$ cat config.mk
export PLATFORM = sky130hd
export DESIGN_NAME = sync_fifo_flat
export DESIGN_NICKNAME = d
export VERILOG_FILES = /design/src/rtl/sync_fifo_pkg.sv /design/src/rtl/sync_fifo_if.sv /design/src/rtl/sync_fifo_ram.sv /design/src/rtl/sync_fifo.sv /design/src/flat_wrapper.sv
export SDC_FILE = /design/constraint.sdc
export NUM_CORES = 1
export LEC_CHECK = 0
export CORE_MARGIN = 5
export CORE_UTILIZATION = 50
export CTS_BUF_LIST = sky130_fd_sc_hd__clkbuf_4 sky130_fd_sc_hd__clkbuf_8
export DETAILED_ROUTE_END_ITERATION = 16
export HOLD_SLACK_MARGIN = 0.15
export PLACE_DENSITY = 0.81
export RECOVER_POWER = 100
export SLEW_MARGIN = 15
export SYNTH_ARGS = -nofsm -noshare
export SYNTH_HDL_FRONTEND = slang
export SYNTH_SLANG_ARGS = --single-unit
$ cat constraint.sdc
create_clock -name clk -period 2.9 [get_ports clk]
set_clock_uncertainty 0.2 [all_clocks]
set_input_delay 0.87 -clock clk [delete_from_list [all_inputs] [get_ports clk]]
set_output_delay 0.87 -clock clk [all_outputs]
set_load 0.02 [all_outputs]
$ cat src/rtl/sync_fifo_pkg.sv
// Shared helpers for sync_fifo: word parity and the legal flag-threshold ranges.
// The optional parity protection is enabled by defining SYNC_FIFO_PARITY_EN.
package sync_fifo_pkg;

  localparam int MAX_DATASIZE = 64;
  localparam int AE_THR_HEADROOM = 1;

  // Returns the bit that makes the total number of ones even.
  function automatic logic parity_even(input logic [MAX_DATASIZE-1:0] d);
    return ^d;
  endfunction

  function automatic bit config_ok(input int datasize, input int depth,
                                   input int af_thr, input int ae_thr);
    return (datasize >= 1) && (datasize <= MAX_DATASIZE) &&
           (af_thr >= 0) && (af_thr <= depth) &&
           (ae_thr >= 0) && (ae_thr <= depth - AE_THR_HEADROOM);
  endfunction

endpackage

$ cat src/rtl/sync_fifo_if.sv
// Handshake and status bundle between a producer/consumer and sync_fifo.
// The producer/consumer side uses the master modport and the FIFO uses the slave modport.
interface sync_fifo_if
  import sync_fifo_pkg::*;
#(
  parameter int DATASIZE = 8,
  parameter int ADDRSIZE = 4
);
  logic                winc;
  logic [DATASIZE-1:0] wdata;
  logic                rinc;
  logic [DATASIZE-1:0] rdata;
  logic                wfull;
  logic                awfull;
  logic                rempty;
  logic                arempty;
  logic [ADDRSIZE:0]   level;
  logic                ovf;
  logic                udf;
  logic                perr;

  modport master (
    output winc, wdata, rinc,
    input  rdata, wfull, awfull, rempty, arempty, level, ovf, udf, perr
  );

  modport slave (
    input  winc, wdata, rinc,
    output rdata, wfull, awfull, rempty, arempty, level, ovf, udf, perr
  );
endinterface

$ cat src/rtl/sync_fifo_ram.sv
// Simple dual-port storage for sync_fifo: one write port plus one read port that is either
// combinational (FALLTHROUGH="TRUE") or registered on read enable (FALLTHROUGH="FALSE").
module sync_fifo_ram
  import sync_fifo_pkg::*;
#(
  parameter int    WIDTH       = 8,
  parameter int    ADDRSIZE    = 4,
  parameter string FALLTHROUGH = "TRUE"
) (
  input  logic                clk,
  input  logic                arst,
  input  logic                we_i,
  input  logic [ADDRSIZE-1:0] waddr_i,
  input  logic [WIDTH-1:0]    wdata_i,
  input  logic                re_i,
  input  logic [ADDRSIZE-1:0] raddr_i,
  output logic [WIDTH-1:0]    rdata_o
);
  localparam int DEPTH = 1 << ADDRSIZE;

  logic [WIDTH-1:0] mem_q [DEPTH];

  // Storage is intentionally left out of reset.
  always_ff @(posedge clk) begin
    if (we_i) begin
      mem_q[waddr_i] <= wdata_i;
    end
  end

  if (FALLTHROUGH == "FALSE") begin : g_reg
    logic [WIDTH-1:0] rdata_q;

    always_ff @(posedge clk or posedge arst) begin
      if (arst) begin
        rdata_q <= '0;
      end else if (re_i) begin
        rdata_q <= mem_q[raddr_i];
      end
    end

    assign rdata_o = rdata_q;
  end else begin : g_fwft
    logic unused_s;
    assign unused_s = &{1'b0, re_i, arst};
    assign rdata_o  = mem_q[raddr_i];
  end

endmodule

$ cat src/rtl/sync_fifo.sv
// Single-clock FIFO with level, almost-full/empty flags and overflow/underflow pulses.
// Defining SYNC_FIFO_PARITY_EN widens storage by one even-parity bit and drives perr.
module sync_fifo
  import sync_fifo_pkg::*;
#(
  parameter int    DATASIZE         = 8,
  parameter int    ADDRSIZE         = 4,
  parameter string FALLTHROUGH      = "TRUE",
  parameter int    ALMOST_FULL_THR  = (1 << ADDRSIZE) - 1,
  parameter int    ALMOST_EMPTY_THR = 1
) (
  input  logic        clk,
  input  logic        arst,
  sync_fifo_if.slave  bus
);
  localparam int DEPTH = 1 << ADDRSIZE;
  localparam int PW    = ADDRSIZE + 1;
`ifdef SYNC_FIFO_PARITY_EN
  localparam int MW    = DATASIZE + 1;
`else
  localparam int MW    = DATASIZE;
`endif
  localparam logic [PW-1:0] PTR_ONE  = PW'(1);
  localparam logic [PW-1:0] LVL_FULL = PW'(DEPTH);
  localparam logic [PW-1:0] LVL_ZERO = PW'(0);
  localparam logic [PW-1:0] LVL_AF   = PW'(ALMOST_FULL_THR);
  localparam logic [PW-1:0] LVL_AE   = PW'(ALMOST_EMPTY_THR);

  if (!config_ok(DATASIZE, DEPTH, ALMOST_FULL_THR, ALMOST_EMPTY_THR)) begin : g_bad_cfg
    $error("sync_fifo: DATASIZE or almost-full/almost-empty threshold out of range");
  end

  logic [PW-1:0] wptr_q, wptr_d, rptr_q, rptr_d, level_q, level_d;
  logic          wfull_q, awfull_q, rempty_q, arempty_q, ovf_q, udf_q;
  logic          wr_en_s, rd_en_s;
  logic [MW-1:0] wword_s, rword_s;

  assign wr_en_s = bus.winc & ~wfull_q;
  assign rd_en_s = bus.rinc & ~rempty_q;

  // Pointers wrap modulo 2*DEPTH, so their difference is the exact occupancy.
  always_comb begin
    wptr_d = wptr_q;
    rptr_d = rptr_q;
    if (wr_en_s) begin
      wptr_d = wptr_q + PTR_ONE;
    end else begin
      wptr_d = wptr_q;
    end
    if (rd_en_s) begin
      rptr_d = rptr_q + PTR_ONE;
    end else begin
      rptr_d = rptr_q;
    end
    level_d = wptr_d - rptr_d;
  end

  always_ff @(posedge clk or posedge arst) begin
    if (arst) begin
      wptr_q    <= '0;
      rptr_q    <= '0;
      level_q   <= '0;
      wfull_q   <= 1'b0;
      awfull_q  <= 1'b0;
      rempty_q  <= 1'b1;
      arempty_q <= 1'b1;
      ovf_q     <= 1'b0;
      udf_q     <= 1'b0;
    end else begin
      wptr_q    <= wptr_d;
      rptr_q    <= rptr_d;
      level_q   <= level_d;
      wfull_q   <= (level_d == LVL_FULL);
      awfull_q  <= (level_d >= LVL_AF);
      rempty_q  <= (level_d == LVL_ZERO);
      arempty_q <= (level_d <= LVL_AE);
      ovf_q     <= bus.winc & wfull_q;
      udf_q     <= bus.rinc & rempty_q;
    end
  end

`ifdef SYNC_FIFO_PARITY_EN
  assign wword_s = {parity_even(MAX_DATASIZE'(bus.wdata)), bus.wdata};
`else
  assign wword_s = bus.wdata;
`endif

  sync_fifo_ram #(
    .WIDTH       (MW),
    .ADDRSIZE    (ADDRSIZE),
    .FALLTHROUGH (FALLTHROUGH)
  ) u_ram (
    .clk     (clk),
    .arst    (arst),
    .we_i    (wr_en_s),
    .waddr_i (wptr_q[ADDRSIZE-1:0]),
    .wdata_i (wword_s),
    .re_i    (rd_en_s),
    .raddr_i (rptr_q[ADDRSIZE-1:0]),
    .rdata_o (rword_s)
  );

  assign bus.rdata   = rword_s[DATASIZE-1:0];
  assign bus.level   = level_q;
  assign bus.wfull   = wfull_q;
  assign bus.awfull  = awfull_q;
  assign bus.rempty  = rempty_q;
  assign bus.arempty = arempty_q;
  assign bus.ovf     = ovf_q;
  assign bus.udf     = udf_q;

`ifdef SYNC_FIFO_PARITY_EN
  logic perr_s;
  if (FALLTHROUGH == "FALSE") begin : g_perr_reg
    // Decoded from the held read word, so it changes together with rdata.
    assign perr_s = parity_even(MAX_DATASIZE'(rword_s[DATASIZE-1:0])) ^ rword_s[DATASIZE];
  end else begin : g_perr_fwft
    assign perr_s = ~rempty_q &
                    (parity_even(MAX_DATASIZE'(rword_s[DATASIZE-1:0])) ^ rword_s[DATASIZE]);
  end
  assign bus.perr = perr_s;
`else
  assign bus.perr = 1'b0;
`endif

endmodule

$ cat src/flat_wrapper.sv
// flat-port wrapper written by rule: the top's interface ports become plain ports
module sync_fifo_flat import sync_fifo_pkg::*;
#(
  parameter int    DATASIZE         = 8,
  parameter int    ADDRSIZE         = 4,
  parameter string FALLTHROUGH      = "    ",
  parameter int    ALMOST_FULL_THR  = (1 << ADDRSIZE) - 1,
  parameter int    ALMOST_EMPTY_THR = 1
)
  (clk, arst, bus_winc, bus_wdata, bus_rinc, bus_rdata, bus_wfull, bus_awfull, bus_rempty, bus_arempty, bus_level, bus_ovf, bus_udf, bus_perr);
  sync_fifo_if #(.DATASIZE(DATASIZE), .ADDRSIZE(ADDRSIZE)) bus_i ();
  input  logic clk;
  input  logic arst;
  input wire logic [$bits(bus_i.winc)-1:0] bus_winc;
  input wire logic [$bits(bus_i.wdata)-1:0] bus_wdata;
  input wire logic [$bits(bus_i.rinc)-1:0] bus_rinc;
  output wire logic [$bits(bus_i.rdata)-1:0] bus_rdata;
  output wire logic [$bits(bus_i.wfull)-1:0] bus_wfull;
  output wire logic [$bits(bus_i.awfull)-1:0] bus_awfull;
  output wire logic [$bits(bus_i.rempty)-1:0] bus_rempty;
  output wire logic [$bits(bus_i.arempty)-1:0] bus_arempty;
  output wire logic [$bits(bus_i.level)-1:0] bus_level;
  output wire logic [$bits(bus_i.ovf)-1:0] bus_ovf;
  output wire logic [$bits(bus_i.udf)-1:0] bus_udf;
  output wire logic [$bits(bus_i.perr)-1:0] bus_perr;
  assign bus_i.winc = bus_winc;
  assign bus_i.wdata = bus_wdata;
  assign bus_i.rinc = bus_rinc;
  assign bus_rdata = bus_i.rdata;
  assign bus_wfull = bus_i.wfull;
  assign bus_awfull = bus_i.awfull;
  assign bus_rempty = bus_i.rempty;
  assign bus_arempty = bus_i.arempty;
  assign bus_level = bus_i.level;
  assign bus_ovf = bus_i.ovf;
  assign bus_udf = bus_i.udf;
  assign bus_perr = bus_i.perr;
  sync_fifo #(.DATASIZE(DATASIZE), .ADDRSIZE(ADDRSIZE), .FALLTHROUGH(FALLTHROUGH), .ALMOST_FULL_THR(ALMOST_FULL_THR), .ALMOST_EMPTY_THR(ALMOST_EMPTY_THR)) u_core (.clk(clk), .arst(arst), .bus(bus_i));
endmodule
# Word-level counts from Yosys, hierarchy flattened
# Memory sizes are Yosys's and may differ from the RTL's.
# Cells that the tools add are included.
# W data, S select, Z words.
# totals
register_bits	21
ram_bits	128
input_bits	12
output_inout_bits	20
memories	1
# classes
addsub	3
order_cmp	2
eq_ne	1
muxes	4
bitwise_logic	6
reduce_logical	1
# memory_table
name	depth	word_bits	rd	rd_clocked_by_memory_dff	wr	line	text
u_core.u_ram.mem_q	16	8	1	0	1	sync_fifo_ram.sv:21	logic [WIDTH-1:0] mem_q [DEPTH];
# ops
cell	count
$add A5 B1 Y5 const B	2
$mux W5	2
$eq A5 B5 Y1 const B	1
$ge A5 B4 Y1 const B	1
$le A5 B1 Y1 const B	1
$logic_not A5 Y1	1
$sub A5 B5 Y5	1
$and A1 B1 Y1	4
$mux W1	2
$not A1 Y1	2

# Longest topological paths before layout
# logic_depth
depth_word	5
mapped_depth	11
mapped_depth_nobuf	11

# Cells and area by module
# From an unflattened synthesis, not the netlist that was laid out.
# unflattened
hier_cells	301
hier_area_um2	6003.3
# modules_own_cells
mod	n_inst	cells_per_inst	area_each_um2
sync_fifo_ram	1	221	4987.3
sync_fifo	1	80	1016.0

# Worst setup path before layout
# Ideal clock, no wire load.
# synth_timing
path_type	input-to-reg
from	input port bus_winc
to	register u_core.awfull_q (netlist: u_core.bus.awfull)
arrival_ns	2.668
required_ns	2.580
setup_slack_ns	-0.088
cell_stages	10
cell_sequence	nor2b_1 > clkbuf_1 > nand4_1 > xnor2_1 > ha_1 > inv_1 > or3_4 > nand3b_4 > xnor2_2 > a41o_1
# synth_between
elab_chain_len	4
# synth_lines
item	line	text
start: declaration	flat_wrapper.sv:14	input wire logic [$bits(bus_i.winc)-1:0] bus_winc;
$and A1 B1 Y1	sync_fifo.sv:38	assign wr_en_s = bus.winc & ~wfull_q;
$mux W5	sync_fifo.sv:45	if (wr_en_s) begin
net u_core.wptr_d[3]	sync_fifo.sv:33	logic [PW-1:0] wptr_q, wptr_d, rptr_q, rptr_d, level_q, level_d;
$sub A5 B5 Y5	sync_fifo.sv:55	level_d = wptr_d - rptr_d;
net u_core.level_d[4]	sync_fifo.sv:33	
$ge A5 B4 Y1	sync_fifo.sv:74	awfull_q <= (level_d >= LVL_AF);
end signal: assignment	sync_fifo.sv:74	
end: declaration	sync_fifo.sv:34	logic wfull_q, awfull_q, rempty_q, arempty_q, ovf_q, udf_q;
# The timed path passes the listed nets, and every way through them passes these cells.

# Final worst setup path
# layout_timing
from	register u_core.rptr_q[0]
to	output port bus_rdata[3]
# layout_between
elab_chain_len	1
# layout_lines
item	line	text
start: declaration	sync_fifo.sv:33	
start signal: assignment	sync_fifo.sv:71	rptr_q <= rptr_d;
$mem_v2 Z16 W8	n/a	
end: declaration	flat_wrapper.sv:17	output wire logic [$bits(bus_i.rdata)-1:0] bus_rdata;
# No other way between the ends.

==> metrics.md <==
| Metric | Value |
|---|---|
| Total CTS buffers | 17 |
| Largest net degree at the start of global routing | 22 |
| Hold EP | u_core.wptr_q[4] |
| Async SR Flop Fraction | 14.1% |
| Max FO, Critical Path | 8 |
| Pre-antenna DRT Iters | 4 |
| Main combinational cell family by area after synthesis | multiplexers |
| Worst setup SP type | register |
| Die height | 120 µm |
| Critical Path Source | u_core.rptr_q[0] |
| Setup TNS | -4.03 ns |
| Worst slew pin tran | 0.807 ns |
| Core Box Area | 11900 µm² |
| Synthesized area per cell | 21.0 µm² |
| Antenna Nets Post-Route | 0 |
| Routed length per placed instance | 22.3 µm |
| Buffers on Ports | 30 |
| Worst EP required | 1.83 ns |
| Synth Area in XOR/XNOR | 2.92% |
| Hold violation count in the final report | 0 |
| Switching part of the total | 34.4% |
| Worst path arrival time | 2.34 ns |
| Multi-input logic area | 1590 µm² |
| Adder-cell share of the synthesized area | 2.03% |
| Worst-Skew Late Latency | 0.44 ns |
| RSZ-0062 raised after global routing | yes |
| First-pass GRT wire length | 18500 µm |
| Post-CTS Hold Buffers | 0 |
| Min-delay src | u_core.wptr_q[4] |
| GP Congestion | 0.793 |
| Critical Path Max Stage Delay | 0.49 ns |
| Post-Synth Simple-Gate Area | 4.40% |
| Post-route insts no fill | 532 |
| Max-slew headroom | 45.8% |
| Pwr dens | 1170 nW/µm² |
| Vias | 2991 |
| Global route total overflow | 0 |
| Top Ports | 32 |
| Synth top area share | 63.7% |
| Register area | 4370 µm² |
| Reg2reg setup slack | -0.07 ns |
| Setup violations, final | 13 |
| Part of the power in registers | 33.0% |
| CTS tree | yes |
| Die width | 120 µm |
| Final min period | 3.41 ns |
| Synth Area in Compound Gates | 0.788% |
| Commonest non-fill, non-tap cell in the layout | edfxtp_1 |
| Post-synthesis sequential area ratio | 72.4% |
| Vias in the first global route | 3201 |
| Area contributors post-synth | edfxtp_1, mux4_2, dfrtp_1 |
| #FFs+latches synth | 149 |
| Post-Synthesis Cell Area | 6030 µm² |
| CP bufs+invs | 4 |
| Fraction of layout cells with a size suffix above 1 | 33.8% |
| Pint | 5590 µW |
| Multiplexer share of the synthesized area | 15.1% |
| Post-synth EDFFs | 128 |
| Drt drc | 0 |
| Filler cells | 807 |
| Top FF cell, synth | edfxtp_1 |
| Sw Pwr | 2930 µW |
| Peak Freq | 293 MHz |
| Routed wire length | 11900 µm |
| Most frequent cells in the layout | edfxtp_1, mux4_2, dlygate4sd3_1, clkbuf_1, dfrtp_1 |
| Rows | 40 |
| Max VDD drop | 721 µV |
| Hold Crit Class | reg -> reg |
| CP Capture Type | output port |
| Failing checks | setup timing |
| Initial antenna violation count | 0 |
| Die ar. | 14400 µm² |
| Max_cap viols | 0 |
| Layout Nets | 393 |
| Combinational share of power | 49.9% |
| DRT iter0 DRCs | 210 |
| Part of the cycle the worst path needs | 118% |
| Hpwl dp | 7550 µm |
| Worst r2r path cells | 13 |
| Critical path class | reg -> out |
| Post-Syn Nets | 309 |
| Cells after Synth | 288 |
| Tot Pwr | 8510 µW |
| Worst-path clk slew | 0.08 ns |
| Worst path slowest cell | mux4_2 |
| Via-per-instance ratio | 5.62 |
| CTS Sinks | 149 |
| CTS root buf | clkbuf_8 |
| Status | complete, but fails checks |
| LEAKAGE | 0.00251 µW |
| WHS Path Cells | 1 |
| Placed Cells | 488 |
| Area leader, netlist | edfxtp_1 |
| Starting Density | 50.7% |
| Clock power share | 17.2% |
| Number of diodes | 0 |
| H-tree Lvls | 4 |
| Cell variety after synth | 41 |
| Critical Path, Cell by Cell | buf_12 -> buf_12 -> buf_6 -> mux4_2 -> mux4_2 -> buf_6 |
| Global Route Usage Sum | 17.8% |
| Crit path max-delay family | multiplexers |
| R2r startpoint | u_core.rptr_q[0] |
| R2r endpoint | u_core.bus.wfull |
| Yosys warns | 0 |
| Layout area overhead | 20.5% |
| Max Root-Sink Buffers | 2 |
| Slew Limit Fails | 0 |
| Final worst slack | -0.509 ns |
## registers in the layout, summed over array words and instances, names as in the netlist, named ones only
name	flops
u_core.u_ram.mem_q	128
u_core.bus.rempty	1
u_core.bus.arempty	1
u_core.bus.awfull	1
u_core.bus.wfull	1
u_core.wptr_q	5
u_core.rptr_q	4
u_core.bus.ovf	1
u_core.bus.udf	1
u_core.bus.level	5
## power by group through the flow
stage / Combinational, µW / Clock [µW] / Sequential (µW)
final: 4250 / 1460 / 2810
after global routing: 4510 / 1610 / 2830
after CTS: 4240 / 1490 / 2810
after detailed placement: 3560 / 0 / 2870
after global placement: 3460 / 0 / 2850
after floorplan: 2260 / 0 / 2840
## what timing repair did
item / in CTS / in global routing
setup buffers: 10 / 3
gates resized for setup: 69 / 14
pin swaps: 8 / 7
endpoints found under the setup margin: 13 / 13
gates cloned: 2 / 0
## synthesized netlist by cell type (2+ instances only)
| master | n |
|---|---|
| nand3b_4 | 2 |
| nand2b_1 | 4 |
| ha_1 | 9 |
| inv_1 | 10 |
| nand4_1 | 2 |
| xor2_1 | 2 |
| buf_4 | 4 |
| dfstp_2 | 2 |
| and2_1 | 2 |
| nor3_1 | 5 |
| buf_1 | 2 |
| dfrtp_1 | 19 |
| mux4_2 | 40 |
| nor2_1 | 12 |
| edfxtp_1 | 128 |
| xnor2_2 | 3 |
| xnor2_1 | 7 |
| xor2_2 | 3 |
| buf_6 | 4 |
| a21oi_1 | 2 |
| clkbuf_1 | 3 |
| nand2_1 | 4 |
## worst max path at each step
stage,end,slack (ns),cells after the start
2_1_floorplan,u_core.bus.awfull,0.01,10
3_3_place_gp,u_core.bus.awfull,-0.48,11
3_5_place_dp,u_core.bus.arempty,-0.55,10
4_1_cts,bus_rdata[3],-0.51,6
5_1_grt,bus_rdata[3],-0.58,6
6_report,bus_rdata[3],-0.51,6
## per-stage QoR
stage                     setup WS [ns]  instance area [µm²]  utilization [%]  hold slack, ns
after floorplan                  0.0114                 6040                -           0.298
after global placement           -0.476                 6770             56.9           0.320
after detailed placement         -0.549                 6770             56.9           0.315
after CTS                        -0.508                 7410             62.2           0.335
after global routing             -0.579                 7270             61.1           0.370
final                            -0.509                 7270             61.1           0.331
## per-layer routing
layer | part of all wire [%] | global-route usage (%) | vias to the layer above
met5 | 0 | 0 | -
met4 | 2.5 | 7.37 | 0
met3 | 5.4 | 3.86 | 24
met2 | 53 | 29.2 | 112
met1 | 40 | 23.3 | 1545
li1 | - | - | 1310
## worst register-to-register path: cells and delay by family (launching register included)
kind | cells | cell delay [ns]
flops | 1 | 0.42
fa+ha+maj | 2 | 0.45
mux | 1 | 0.13
xor+xnor | 2 | 0.35
simple gates | 3 | 0.40
buf+inv | 4 | 0.65
compound gates | 1 | 0.29
## kinds of logic after synthesis
family / Yosys count
adders and majority gates: 10
buffers and inverters: 24
xor gates and xnor gates: 15
DFF: 149
other: 1
and+or+nand+nor: 41
muxes: 41
AOI/OAI and AO/OA: 7
## area by class of cell
| class | instances | share of cell area, % |
|---|---|---|
| Timing Repair Buffer | 79 | 10.0 |
| Tap cell | 147 | 2.53 |
| Sequential cell | 149 | 60.1 |
| Multi-Input combinational cell | 115 | 21.8 |
| Inverter | 10 | 0.516 |
| Clock buffer | 17 | 3.22 |
| Clock inverter | 15 | 1.79 |
Power figures use the tool's default switching activity.
